<file path="src/rtl/cg_rvarch_pkg.sv">
// Shared types for the writeback path: register address, writeback request
// and the identity of each result source.
package cg_rvarch_pkg;

    localparam int XLEN    = 32;
    localparam int REG_NUM = 32;

    typedef logic [$clog2(REG_NUM)-1:0] reg_addr_t;

    typedef struct packed {
        reg_addr_t        addr;
        logic [XLEN-1:0]  data;
    } wb_req_t;

    typedef enum logic {
        WB_SRC_ALU = 1'b0,
        WB_SRC_LSU = 1'b1
    } wb_src_e;

endpackage

</file>
<file path="src/rtl/cg_rvarch_wb_arbiter_if.sv">
// Result-producer handshakes and regfile write port of the writeback stage.
interface cg_rvarch_wb_arbiter_if #(
    parameter int DATA_WIDTH = 32,
    parameter int DATA_NUM   = 32
);
    localparam int ADDR_W = $clog2(DATA_NUM);

    logic                  i_alu_valid;
    logic                  o_alu_ready;
    logic [ADDR_W-1:0]     i_alu_rd_addr;
    logic [DATA_WIDTH-1:0] i_alu_data;
    logic                  i_lsu_valid;
    logic                  o_lsu_ready;
    logic [ADDR_W-1:0]     i_lsu_rd_addr;
    logic [DATA_WIDTH-1:0] i_lsu_data;
    logic                  o_rd_we;
    logic [ADDR_W-1:0]     o_rd_addr;
    logic [DATA_WIDTH-1:0] o_rd_data;
    logic [DATA_NUM-1:0]   o_pend_mask;

    modport master (
        output i_alu_valid, i_alu_rd_addr, i_alu_data,
        output i_lsu_valid, i_lsu_rd_addr, i_lsu_data,
        input  o_alu_ready, o_lsu_ready,
        input  o_rd_we, o_rd_addr, o_rd_data, o_pend_mask
    );

    modport slave (
        input  i_alu_valid, i_alu_rd_addr, i_alu_data,
        input  i_lsu_valid, i_lsu_rd_addr, i_lsu_data,
        output o_alu_ready, o_lsu_ready,
        output o_rd_we, o_rd_addr, o_rd_data, o_pend_mask
    );

endinterface

</file>
<file path="src/rtl/cg_rvarch_wb_slot.sv">
// One-entry holding buffer for a single result source; a new result may be
// taken in the same cycle the held one is granted.
module cg_rvarch_wb_slot #(
    parameter int ADDR_W     = 5,
    parameter int DATA_WIDTH = 32
) (
    input  logic                  i_clk,
    input  logic                  i_rst,
    input  logic                  i_valid,
    input  logic [ADDR_W-1:0]     i_addr,
    input  logic [DATA_WIDTH-1:0] i_data,
    input  logic                  i_grant,
    output logic                  o_ready,
    output logic                  o_full,
    output logic [ADDR_W-1:0]     o_addr,
    output logic [DATA_WIDTH-1:0] o_data
);

    logic                  full_q, full_d;
    logic [ADDR_W-1:0]     addr_q, addr_d;
    logic [DATA_WIDTH-1:0] data_q, data_d;
    logic                  ready;

    always_ff @(posedge i_clk) begin
        if (i_rst) begin
            full_q <= 1'b0;
            addr_q <= '0;
            data_q <= '0;
        end else begin
            full_q <= full_d;
            addr_q <= addr_d;
            data_q <= data_d;
        end
    end

    // Load overrides the grant-clear so a back-to-back stream keeps the slot full.
    always_comb begin
        ready  = !full_q | i_grant;
        full_d = full_q;
        addr_d = addr_q;
        data_d = data_q;
        if (i_grant) begin
            full_d = 1'b0;
        end
        if (i_valid & ready) begin
            full_d = 1'b1;
            addr_d = i_addr;
            data_d = i_data;
        end
    end

    assign o_ready = ready;
    assign o_full  = full_q;
    assign o_addr  = addr_q;
    assign o_data  = data_q;

endmodule

</file>
<file path="src/rtl/cg_rvarch_wb_arbiter.sv">
// Writeback stage: round-robin merge of ALU and LSU results onto the single
// regfile write port, with a pending-destination mask for decode stalls.
module cg_rvarch_wb_arbiter
    import cg_rvarch_pkg::*;
#(
    parameter int DATA_WIDTH = XLEN,
    parameter int DATA_NUM   = REG_NUM
) (
    input logic                   i_clk,
    input logic                   i_rst,
    cg_rvarch_wb_arbiter_if.slave bus
);

    localparam int ADDR_W = $clog2(DATA_NUM);

    logic                  alu_full, lsu_full;
    logic                  grant_alu, grant_lsu, grant_any;
    logic [ADDR_W-1:0]     alu_addr, lsu_addr, gnt_addr;
    logic [DATA_WIDTH-1:0] alu_data, lsu_data, gnt_data;
    logic [DATA_NUM-1:0]   pend;

    wb_src_e               last_grant_q, last_grant_d;
    logic                  rd_we_q, rd_we_d;
    logic [ADDR_W-1:0]     rd_addr_q, rd_addr_d;
    logic [DATA_WIDTH-1:0] rd_data_q, rd_data_d;

    cg_rvarch_wb_slot #(.ADDR_W(ADDR_W), .DATA_WIDTH(DATA_WIDTH)) u_alu_slot (
        .i_clk   (i_clk),
        .i_rst   (i_rst),
        .i_valid (bus.i_alu_valid),
        .i_addr  (bus.i_alu_rd_addr),
        .i_data  (bus.i_alu_data),
        .i_grant (grant_alu),
        .o_ready (bus.o_alu_ready),
        .o_full  (alu_full),
        .o_addr  (alu_addr),
        .o_data  (alu_data)
    );

    cg_rvarch_wb_slot #(.ADDR_W(ADDR_W), .DATA_WIDTH(DATA_WIDTH)) u_lsu_slot (
        .i_clk   (i_clk),
        .i_rst   (i_rst),
        .i_valid (bus.i_lsu_valid),
        .i_addr  (bus.i_lsu_rd_addr),
        .i_data  (bus.i_lsu_data),
        .i_grant (grant_lsu),
        .o_ready (bus.o_lsu_ready),
        .o_full  (lsu_full),
        .o_addr  (lsu_addr),
        .o_data  (lsu_data)
    );

    always_ff @(posedge i_clk) begin
        if (i_rst) begin
            last_grant_q <= WB_SRC_LSU;
            rd_we_q      <= 1'b0;
            rd_addr_q    <= '0;
            rd_data_q    <= '0;
        end else begin
            last_grant_q <= last_grant_d;
            rd_we_q      <= rd_we_d;
            rd_addr_q    <= rd_addr_d;
            rd_data_q    <= rd_data_d;
        end
    end

    // Under contention the source that did not win last time goes first.
    always_comb begin
        grant_alu    = alu_full & (!lsu_full | (last_grant_q == WB_SRC_LSU));
        grant_lsu    = lsu_full & (!alu_full | (last_grant_q == WB_SRC_ALU));
        grant_any    = grant_alu | grant_lsu;
        gnt_addr     = grant_alu ? alu_addr : lsu_addr;
        gnt_data     = grant_alu ? alu_data : lsu_data;
        last_grant_d = last_grant_q;
        rd_addr_d    = rd_addr_q;
        rd_data_d    = rd_data_q;
        if (grant_alu) begin
            last_grant_d = WB_SRC_ALU;
        end else if (grant_lsu) begin
            last_grant_d = WB_SRC_LSU;
        end
        if (grant_any) begin
            rd_addr_d = gnt_addr;
            rd_data_d = gnt_data;
        end
        rd_we_d = grant_any & (gnt_addr != '0);
    end

    // x0 is never a real hazard, so its bit is forced clear.
    always_comb begin
        pend = '0;
        if (alu_full) pend[alu_addr] = 1'b1;
        if (lsu_full) pend[lsu_addr] = 1'b1;
        if (rd_we_q)  pend[rd_addr_q] = 1'b1;
        pend[0] = 1'b0;
    end

    assign bus.o_pend_mask = pend;
    assign bus.o_rd_we     = rd_we_q;
    assign bus.o_rd_addr   = rd_addr_q;
    assign bus.o_rd_data   = rd_data_q;

endmodule
</file>
<file path="src/flat_wrapper.sv">
// flat-port wrapper written by rule: the top's interface ports become plain ports
module cg_rvarch_wb_arbiter_flat import cg_rvarch_pkg::*;
#(
    parameter int DATA_WIDTH = XLEN,
    parameter int DATA_NUM   = REG_NUM
)
  (i_clk, i_rst, bus_i_alu_valid, bus_i_alu_rd_addr, bus_i_alu_data, bus_i_lsu_valid, bus_i_lsu_rd_addr, bus_i_lsu_data, bus_o_alu_ready, bus_o_lsu_ready, bus_o_rd_we, bus_o_rd_addr, bus_o_rd_data, bus_o_pend_mask);
  cg_rvarch_wb_arbiter_if #(.DATA_WIDTH(DATA_WIDTH), .DATA_NUM(DATA_NUM)) bus_i ();
  input logic i_clk;
  input logic i_rst;
  input wire logic [$bits(bus_i.i_alu_valid)-1:0] bus_i_alu_valid;
  input wire logic [$bits(bus_i.i_alu_rd_addr)-1:0] bus_i_alu_rd_addr;
  input wire logic [$bits(bus_i.i_alu_data)-1:0] bus_i_alu_data;
  input wire logic [$bits(bus_i.i_lsu_valid)-1:0] bus_i_lsu_valid;
  input wire logic [$bits(bus_i.i_lsu_rd_addr)-1:0] bus_i_lsu_rd_addr;
  input wire logic [$bits(bus_i.i_lsu_data)-1:0] bus_i_lsu_data;
  output wire logic [$bits(bus_i.o_alu_ready)-1:0] bus_o_alu_ready;
  output wire logic [$bits(bus_i.o_lsu_ready)-1:0] bus_o_lsu_ready;
  output wire logic [$bits(bus_i.o_rd_we)-1:0] bus_o_rd_we;
  output wire logic [$bits(bus_i.o_rd_addr)-1:0] bus_o_rd_addr;
  output wire logic [$bits(bus_i.o_rd_data)-1:0] bus_o_rd_data;
  output wire logic [$bits(bus_i.o_pend_mask)-1:0] bus_o_pend_mask;
  assign bus_i.i_alu_valid = bus_i_alu_valid;
  assign bus_i.i_alu_rd_addr = bus_i_alu_rd_addr;
  assign bus_i.i_alu_data = bus_i_alu_data;
  assign bus_i.i_lsu_valid = bus_i_lsu_valid;
  assign bus_i.i_lsu_rd_addr = bus_i_lsu_rd_addr;
  assign bus_i.i_lsu_data = bus_i_lsu_data;
  assign bus_o_alu_ready = bus_i.o_alu_ready;
  assign bus_o_lsu_ready = bus_i.o_lsu_ready;
  assign bus_o_rd_we = bus_i.o_rd_we;
  assign bus_o_rd_addr = bus_i.o_rd_addr;
  assign bus_o_rd_data = bus_i.o_rd_data;
  assign bus_o_pend_mask = bus_i.o_pend_mask;
  cg_rvarch_wb_arbiter #(.DATA_WIDTH(DATA_WIDTH), .DATA_NUM(DATA_NUM)) u_core (.i_clk(i_clk), .i_rst(i_rst), .bus(bus_i));
endmodule
</file>
<file path="config.mk">
export PLATFORM = sky130hd
export DESIGN_NAME = cg_rvarch_wb_arbiter_flat
export DESIGN_NICKNAME = d
export VERILOG_FILES = /design/src/rtl/cg_rvarch_pkg.sv /design/src/rtl/cg_rvarch_wb_arbiter_if.sv /design/src/rtl/cg_rvarch_wb_slot.sv /design/src/rtl/cg_rvarch_wb_arbiter.sv /design/src/flat_wrapper.sv
export SDC_FILE = /design/constraint.sdc
export NUM_CORES = 1
export LEC_CHECK = 0
export BUFFER_PORTS_ARGS = -buffer_cell sky130_fd_sc_hd__buf_2
export CORE_UTILIZATION = 45
export CTS_CLUSTER_SIZE = 20
export DETAILED_ROUTE_END_ITERATION = 8
export PLACE_DENSITY = 0.76
export SYNTH_ARGS = -nofsm -noshare
export SYNTH_HDL_FRONTEND = slang
export SYNTH_SLANG_ARGS = --single-unit
export TNS_END_PERCENT = 100
</file>
<file path="constraint.sdc">
create_clock -name i_clk -period 1.7 [get_ports i_clk]
set_clock_uncertainty 0.05 [all_clocks]
set_input_delay 0.17 -clock i_clk [delete_from_list [all_inputs] [get_ports i_clk]]
set_output_delay 0.17 -clock i_clk [all_outputs]
set_load 0.02 [all_outputs]
</file>
---- Word level (Yosys, flattened, before mapping) ----
Cells that the tools add are included.
cells by class
  $lt $le $gt $ge ......................... 6
  muxes and demuxes ....................... 17
  bitwise gates (word level) .............. 13
  reductions and logical operators ........ 9
operators by type and width
  kind                                                                           count
  32-bit two-way mux                                                             4
  32-bit bitwise OR                                                              2
  5-bit by 6-bit less-than comparator with 1-bit output (second input constant)  3
  1-bit demux with 5-bit select                                                  3
  5-bit by 1-bit >= comparator with 1-bit output (second input constant)         3
  1-bit two-way mux                                                              9
  2-bit nonzero test                                                             3
  1-bit AND                                                                      5
  5-bit two-way mux                                                              1
  1-bit bitwise OR                                                               5
  5-bit nonzero test                                                             1
  1-bit logical AND                                                              3
  1-bit zero test                                                                2
  1-bit inverter                                                                 1
storage, ports and cells
  flip-flop bits (word level) ............. 115
  input port bits ......................... 78
  logic and storage cells ................. 55

---- Logic depth before layout (Yosys ltp) ----
  depth after elaboration ................. 9
  depth in mapped cells ................... 7
  mapped depth without buffers ............ 4

---- By module ----
From an unflattened synthesis, not the netlist that was laid out.
second synthesis, totals
  cells, all modules ...................... 667
  area, all modules ....................... 5820.6 µm²
by module, submodules not included
  module                instances  cells an instance  area an instance (µm²)  sequential area each (µm²)
  cg_rvarch_wb_slot     2          172                1629.1                  760.7
  cg_rvarch_wb_arbiter  1          323                2562.5                  780.7

---- Worst setup path after synthesis ----
OpenSTA, ideal clock, no wires.
  path type ............................... reg-to-output
  start point ............................. register u_core.rd_addr_q[3], in the netlist u_core.bus.o_rd_addr[3]
  end point ............................... output bus_o_pend_mask[8]
  data arrival time ....................... 1361 ps
  setup slack ............................. 119 ps
  stages on the path, launching flop included .. 5
  buffers on the path ..................... 1
  cells stage by stage .................... dfxtp_1 > clkbuf_1 > nor3b_1 > a22oi_1 > nand2_1
between the ends
  word-level cells in the longest chain between the ends .. 6
RTL lines
  element                                                                                                                                        RTL line                    source
  start: declaration                                                                                                                             cg_rvarch_wb_arbiter.sv:24  logic [ADDR_W-1:0] rd_addr_q, rd_addr_d;
  start signal: assignment                                                                                                                       cg_rvarch_wb_arbiter.sv:62  rd_addr_q <= rd_addr_d;
  5-bit by 6-bit less-than comparator with 1-bit output (implied by the code) or 5-bit by 1-bit >= comparator with 1-bit output (tied branches)  cg_rvarch_wb_arbiter.sv:94  if (rd_we_q) pend[rd_addr_q] = 1'b1;
  1-bit logical AND (implied by the code)                                                                                                        cg_rvarch_wb_arbiter.sv:94
  1-bit two-way mux (implied by the code)                                                                                                        cg_rvarch_wb_arbiter.sv:94
  1-bit demux with 5-bit select (*)                                                                                                              --
  32-bit bitwise OR (no source line) (*)                                                                                                         --
  32-bit two-way mux (*)                                                                                                                         cg_rvarch_wb_arbiter.sv:94
  end: declaration                                                                                                                               flat_wrapper.sv:22          output wire logic [$bits(bus_i.o_pend_mask)-1:0] bus_o_pend_mask;
Every way passes the cells marked *; elsewhere a longest branch is shown, timed or not.

---- Final worst setup path ----
  start point ............................. register u_core.u_lsu_slot.addr_q[3], in the netlist u_core.u_lsu_slot.o_addr[3]
  end point ............................... output bus_o_pend_mask[27]
between the ends
  word-level cells in the longest chain between the ends .. 8
RTL lines
  element                                                                                                                                        RTL line                    source
  start: declaration                                                                                                                             cg_rvarch_wb_slot.sv:20     logic [ADDR_W-1:0] addr_q, addr_d;
  start signal: assignment                                                                                                                       cg_rvarch_wb_slot.sv:31     addr_q <= addr_d;
  5-bit by 6-bit less-than comparator with 1-bit output (implied by the code) or 5-bit by 1-bit >= comparator with 1-bit output (tied branches)  cg_rvarch_wb_arbiter.sv:93  if (lsu_full) pend[lsu_addr] = 1'b1;
  1-bit logical AND (implied by the code)                                                                                                        cg_rvarch_wb_arbiter.sv:93
  1-bit two-way mux (implied by the code)                                                                                                        cg_rvarch_wb_arbiter.sv:93
  1-bit demux with 5-bit select (*)                                                                                                              --
  32-bit bitwise OR (no source line) (*)                                                                                                         --
  32-bit two-way mux (*)                                                                                                                         cg_rvarch_wb_arbiter.sv:93
  32-bit bitwise OR (no source line)                                                                                                             --
  32-bit two-way mux (*)                                                                                                                         cg_rvarch_wb_arbiter.sv:94
Marks and branches as above.

==> impl_results.md <==
- Top cells by count, synth: nand2_1 (249), dfxtp_1 (115), a21oi_1 (66), mux2i_1 (36), o21ai_0 (31)
- Switching Power: 1.868 mW
- Tmin final: 1.857 ns
- Max VDD drop: about 0.00079 V
- First-pass DRT Iterations: 5
- DP HPWL: 9.620 mm
- Worst setup margin: -0.1574 ns
- End of the worst register-to-register path: u_core.bus.o_rd_addr[2]
- Hold path start: bus_i_alu_rd_addr[2]
- Layout Utilization: 70.96%
- Worst Hold Path EP: u_core.u_alu_slot.o_addr[2]
- Core area: 11420 µm²
- First-pass GRT wire length: 26.03 mm
- Clock Power Share: 46.2%
- Crit. End Element: output pin
- Cell internal pwr: 5.513 mW
- Global route overflow: 0
- Final period util: 109.3%
- Startpoint class of the critical path: flop
- Syn_nets: 729
- Routability congestion estimate: 0.8646
- Crit-path most repeated cell: buf_6
- R2R depth: 6
- Netlist Area Pre-Place: 5278 µm²
- CP max FO: 5
- Die Width: 110.3 µm
- Status: finished with violations
- Ys Warns: 0
- Diodes inserted: 0
- Gr usage total: roughly 28%
- Wire per inst: between 15 and 20 µm
- Crit-path cells: buf_6 -> and3b_2 -> a222oi_1 -> inv_1 -> buf_6
- Failing checks: negative setup slack
- #FFs+latches synth: roughly 120
- Distinct cells, synth: 43
- Drt drc: 0
- Layout overhead on the synthesized area: 53.53%
- Largest stage delay, worst path: 0.35 ns
- Register area share after synthesis: 43.62%
- Clock root buffer master: clkbuf_16
- Nets: between 900 and 1000
- Pre-CTS WS: a little under 0.2 ns
- Worst reg2reg startpoint: u_core.u_alu_slot.o_full
- Slew Viols, Final: 0
- Main synth FF type: dfxtp_1
- Synth top area share: a little over two fifths
- Iteration-0 DRC count of the detailed router: roughly 500
- Max-Cap Viols: 0
- Asr flop ratio synth: 0%
- Worst endpoint data arrival time: 1.64 ns
- Num ports: 150
- DIE AREA: 12170 µm²
- Synth Instances: around 650
- Initial antenna violation count: 1
- RSZ-0062 raised after global routing: yes
- Number of synthesized flops with an enable pin: 0
- Fmax: 538.4 MHz
- Clock sink count: 115
- Vias per cell: 5.409
- Crit Path Class: flop to output pin
- Post-route ant nets: 0
- Ranking of synthesized cells by area: dfxtp_1 (44%), nand2_1 (18%), mux2i_1 (6.8%)
- Initial cell density of the core: a little under half
- Final wirelength: 17.62 mm
- Clock Pin Slew Worst Setup and Hold Paths: 0.05 ns
- Hold depth: 3
- H-tree Lvls: 4
- Row Count: 39
- Sw Ratio: between 20 and 30%
- Die height: about 110 µm
- Cts bufs inserted: 17
- Worst-Skew Late Latency: between 0.4 and 0.5 ns
- TNS Setup: -1.267 ns
- Reg2Reg Setup Slack: 0.01 ns
- Pwr Density: 911.0 nW/µm²
- CP required: roughly 1.5 ns
- Crit-path slowest cell: dfxtp_4
- Most numerous cell in the Yosys netlist: nand2_1
- Avg Cell Area, Syn: 8.107 µm²
- Flop pwr share: 40.0%
- Port bufs: 148
- Number of global-route vias before repair: 5366
- Via count: 5690
- Static leakage: between 3 and 4 nW
- Clock Path Buffers: 2
- CTS tree: yes
- Combinational share of power: 13.8%
- Final setup fails: 26
- Share of cells above drive strength 1: 35.42%
- Hold Violations, Final: 0
- Min-Delay Path Class: input pin to flop
- Largest net degree at the start of global routing: 44
- Yosys top cell by area: dfxtp_1
cell usage in the layout, fill, tap and decap left out, types with 3 or more instances in the layout:
| cell | netlist | layout |
|---|---|---|
| a21oi_1 | 66 | 66 |
| a21oi_2 | 12 | 12 |
| a22oi_1 | 29 | 13 |
| a22oi_2 | 0 | 16 |
| and3_4 | 0 | 5 |
| and3b_2 | 0 | 6 |
| buf_12 | 1 | 5 |
| buf_2 | 5 | 122 |
| buf_4 | 3 | 38 |
| buf_6 | 10 | 34 |
| clkbuf_16 | 0 | 17 |
| clkbuf_8 | 1 | 5 |
| clkinv_4 | 0 | 3 |
| dfxtp_1 | 115 | 97 |
| dfxtp_4 | 0 | 17 |
| dlygate4sd3_1 | 0 | 75 |
| inv_1 | 5 | 4 |
| mux2i_1 | 36 | 36 |
| nand2_1 | 249 | 245 |
| nand2_2 | 2 | 5 |
| nor2_2 | 0 | 3 |
| nor3_4 | 1 | 4 |
| nor3b_2 | 2 | 9 |
| nor3b_4 | 1 | 4 |
| o21ai_0 | 31 | 31 |
| o21ai_1 | 5 | 5 |
worst max-delay path: cells and delay by family, from the launching register on:
kind | cells | cell delay (ns)
DFF | 1 | 0.35
AOI/OAI and AO/OA | 1 | 0.31
and+or+nand+nor | 1 | 0.21
buffers and inverters | 3 | 0.37
metrics by stage:
step | cells | power, mW | hold WS (ns) | instance area (µm²)
after floorplan | 651 | 3.490 | 0.2467 | 5278
after global placement | 928 | 3.745 | 0.3610 | 6118
after detailed placement | 928 | 3.761 | 0.3659 | 6118
after CTS | 1047 | 7.337 | 0.01980 | 7883
after global routing | 1052 | 7.641 | 0.03193 | 8103
final | 1052 | 7.382 | 0.04916 | 8103
power by group through the flow:
stage | Combinational (mW) | Clock [mW] | Sequential (mW)
after floorplan | 0.486 | 0 | 3.00
after global placement | 0.752 | 0 | 2.99
after detailed placement | 0.762 | 0 | 3.00
after CTS | 0.965 | 3.43 | 2.94
after global routing | 1.10 | 3.58 | 2.96
final | 1.02 | 3.41 | 2.95
layout make-up:
type                            count  area [µm²]
Inverter                            6       27.53
Sequential cell                   115        2367
Tap cell                          143       178.9
Multi-Input combinational cell    483        2824
Clock inverter                      7       73.82
Clock buffer                       24       501.7
Timing Repair Buffer              274        2130
Fill cell                         847        3316
worst max path at each step:
stage | slack [ns] | to | start
floorplan | 0.12 | bus_o_pend_mask[8] | u_core.bus.o_rd_addr[3]
global placement | 0.19 | bus_o_pend_mask[18] | u_core.u_alu_slot.o_full
detailed placement | 0.20 | bus_o_pend_mask[18] | u_core.u_alu_slot.o_full
CTS | -0.11 | bus_o_pend_mask[27] | u_core.u_lsu_slot.o_addr[0]
global route | -0.22 | bus_o_pend_mask[27] | u_core.u_lsu_slot.o_addr[3]
finish | -0.16 | bus_o_pend_mask[27] | u_core.u_lsu_slot.o_addr[3]
per-layer routing:
layer  vias up  wire, µm  global-route usage, %
met2       291      8751                  49.02
li1       2682         -                      -
met1      2650      6942                  32.19
met3        67      1226                  7.290
met5         -         0                      0
met4         0       702                  15.41
sequential cells by signal, indices dropped and copies added, names as in the netlist:
register / count
u_core.bus.o_rd_addr: 5
u_core.u_lsu_slot.o_addr: 5
u_core.u_lsu_slot.o_full: 1
u_core.bus.o_rd_we: 1
u_core.u_alu_slot.o_addr: 5
u_core.u_alu_slot.o_full: 1
u_core.u_alu_slot.o_data: 32
u_core.last_grant_q: 1
u_core.bus.o_rd_data: 32
u_core.u_lsu_slot.o_data: 32
logic make-up after synthesis:
| logic type | Yosys count | synth area share [%] |
|---|---|---|
| buf+inv | 53 | 7.563 |
| flops | 115 | 43.62 |
| simple gates | 296 | 24.96 |
| mux | 36 | 6.828 |
| other cells | 1 | 0.07106 |
| compound gates | 150 | 16.95 |
what timing repair did:
item                                    4_1_cts  5_1_grt
gates resized for setup                     108       50
hold buffers                                 75        0
endpoints found under the hold margin        75        0
pin swaps                                    21       17
buffers inserted                             15        5
endpoints found under the setup margin       31       34
gates cloned                                  0        0
No activity file was read; power rests on OpenSTA's default activity.
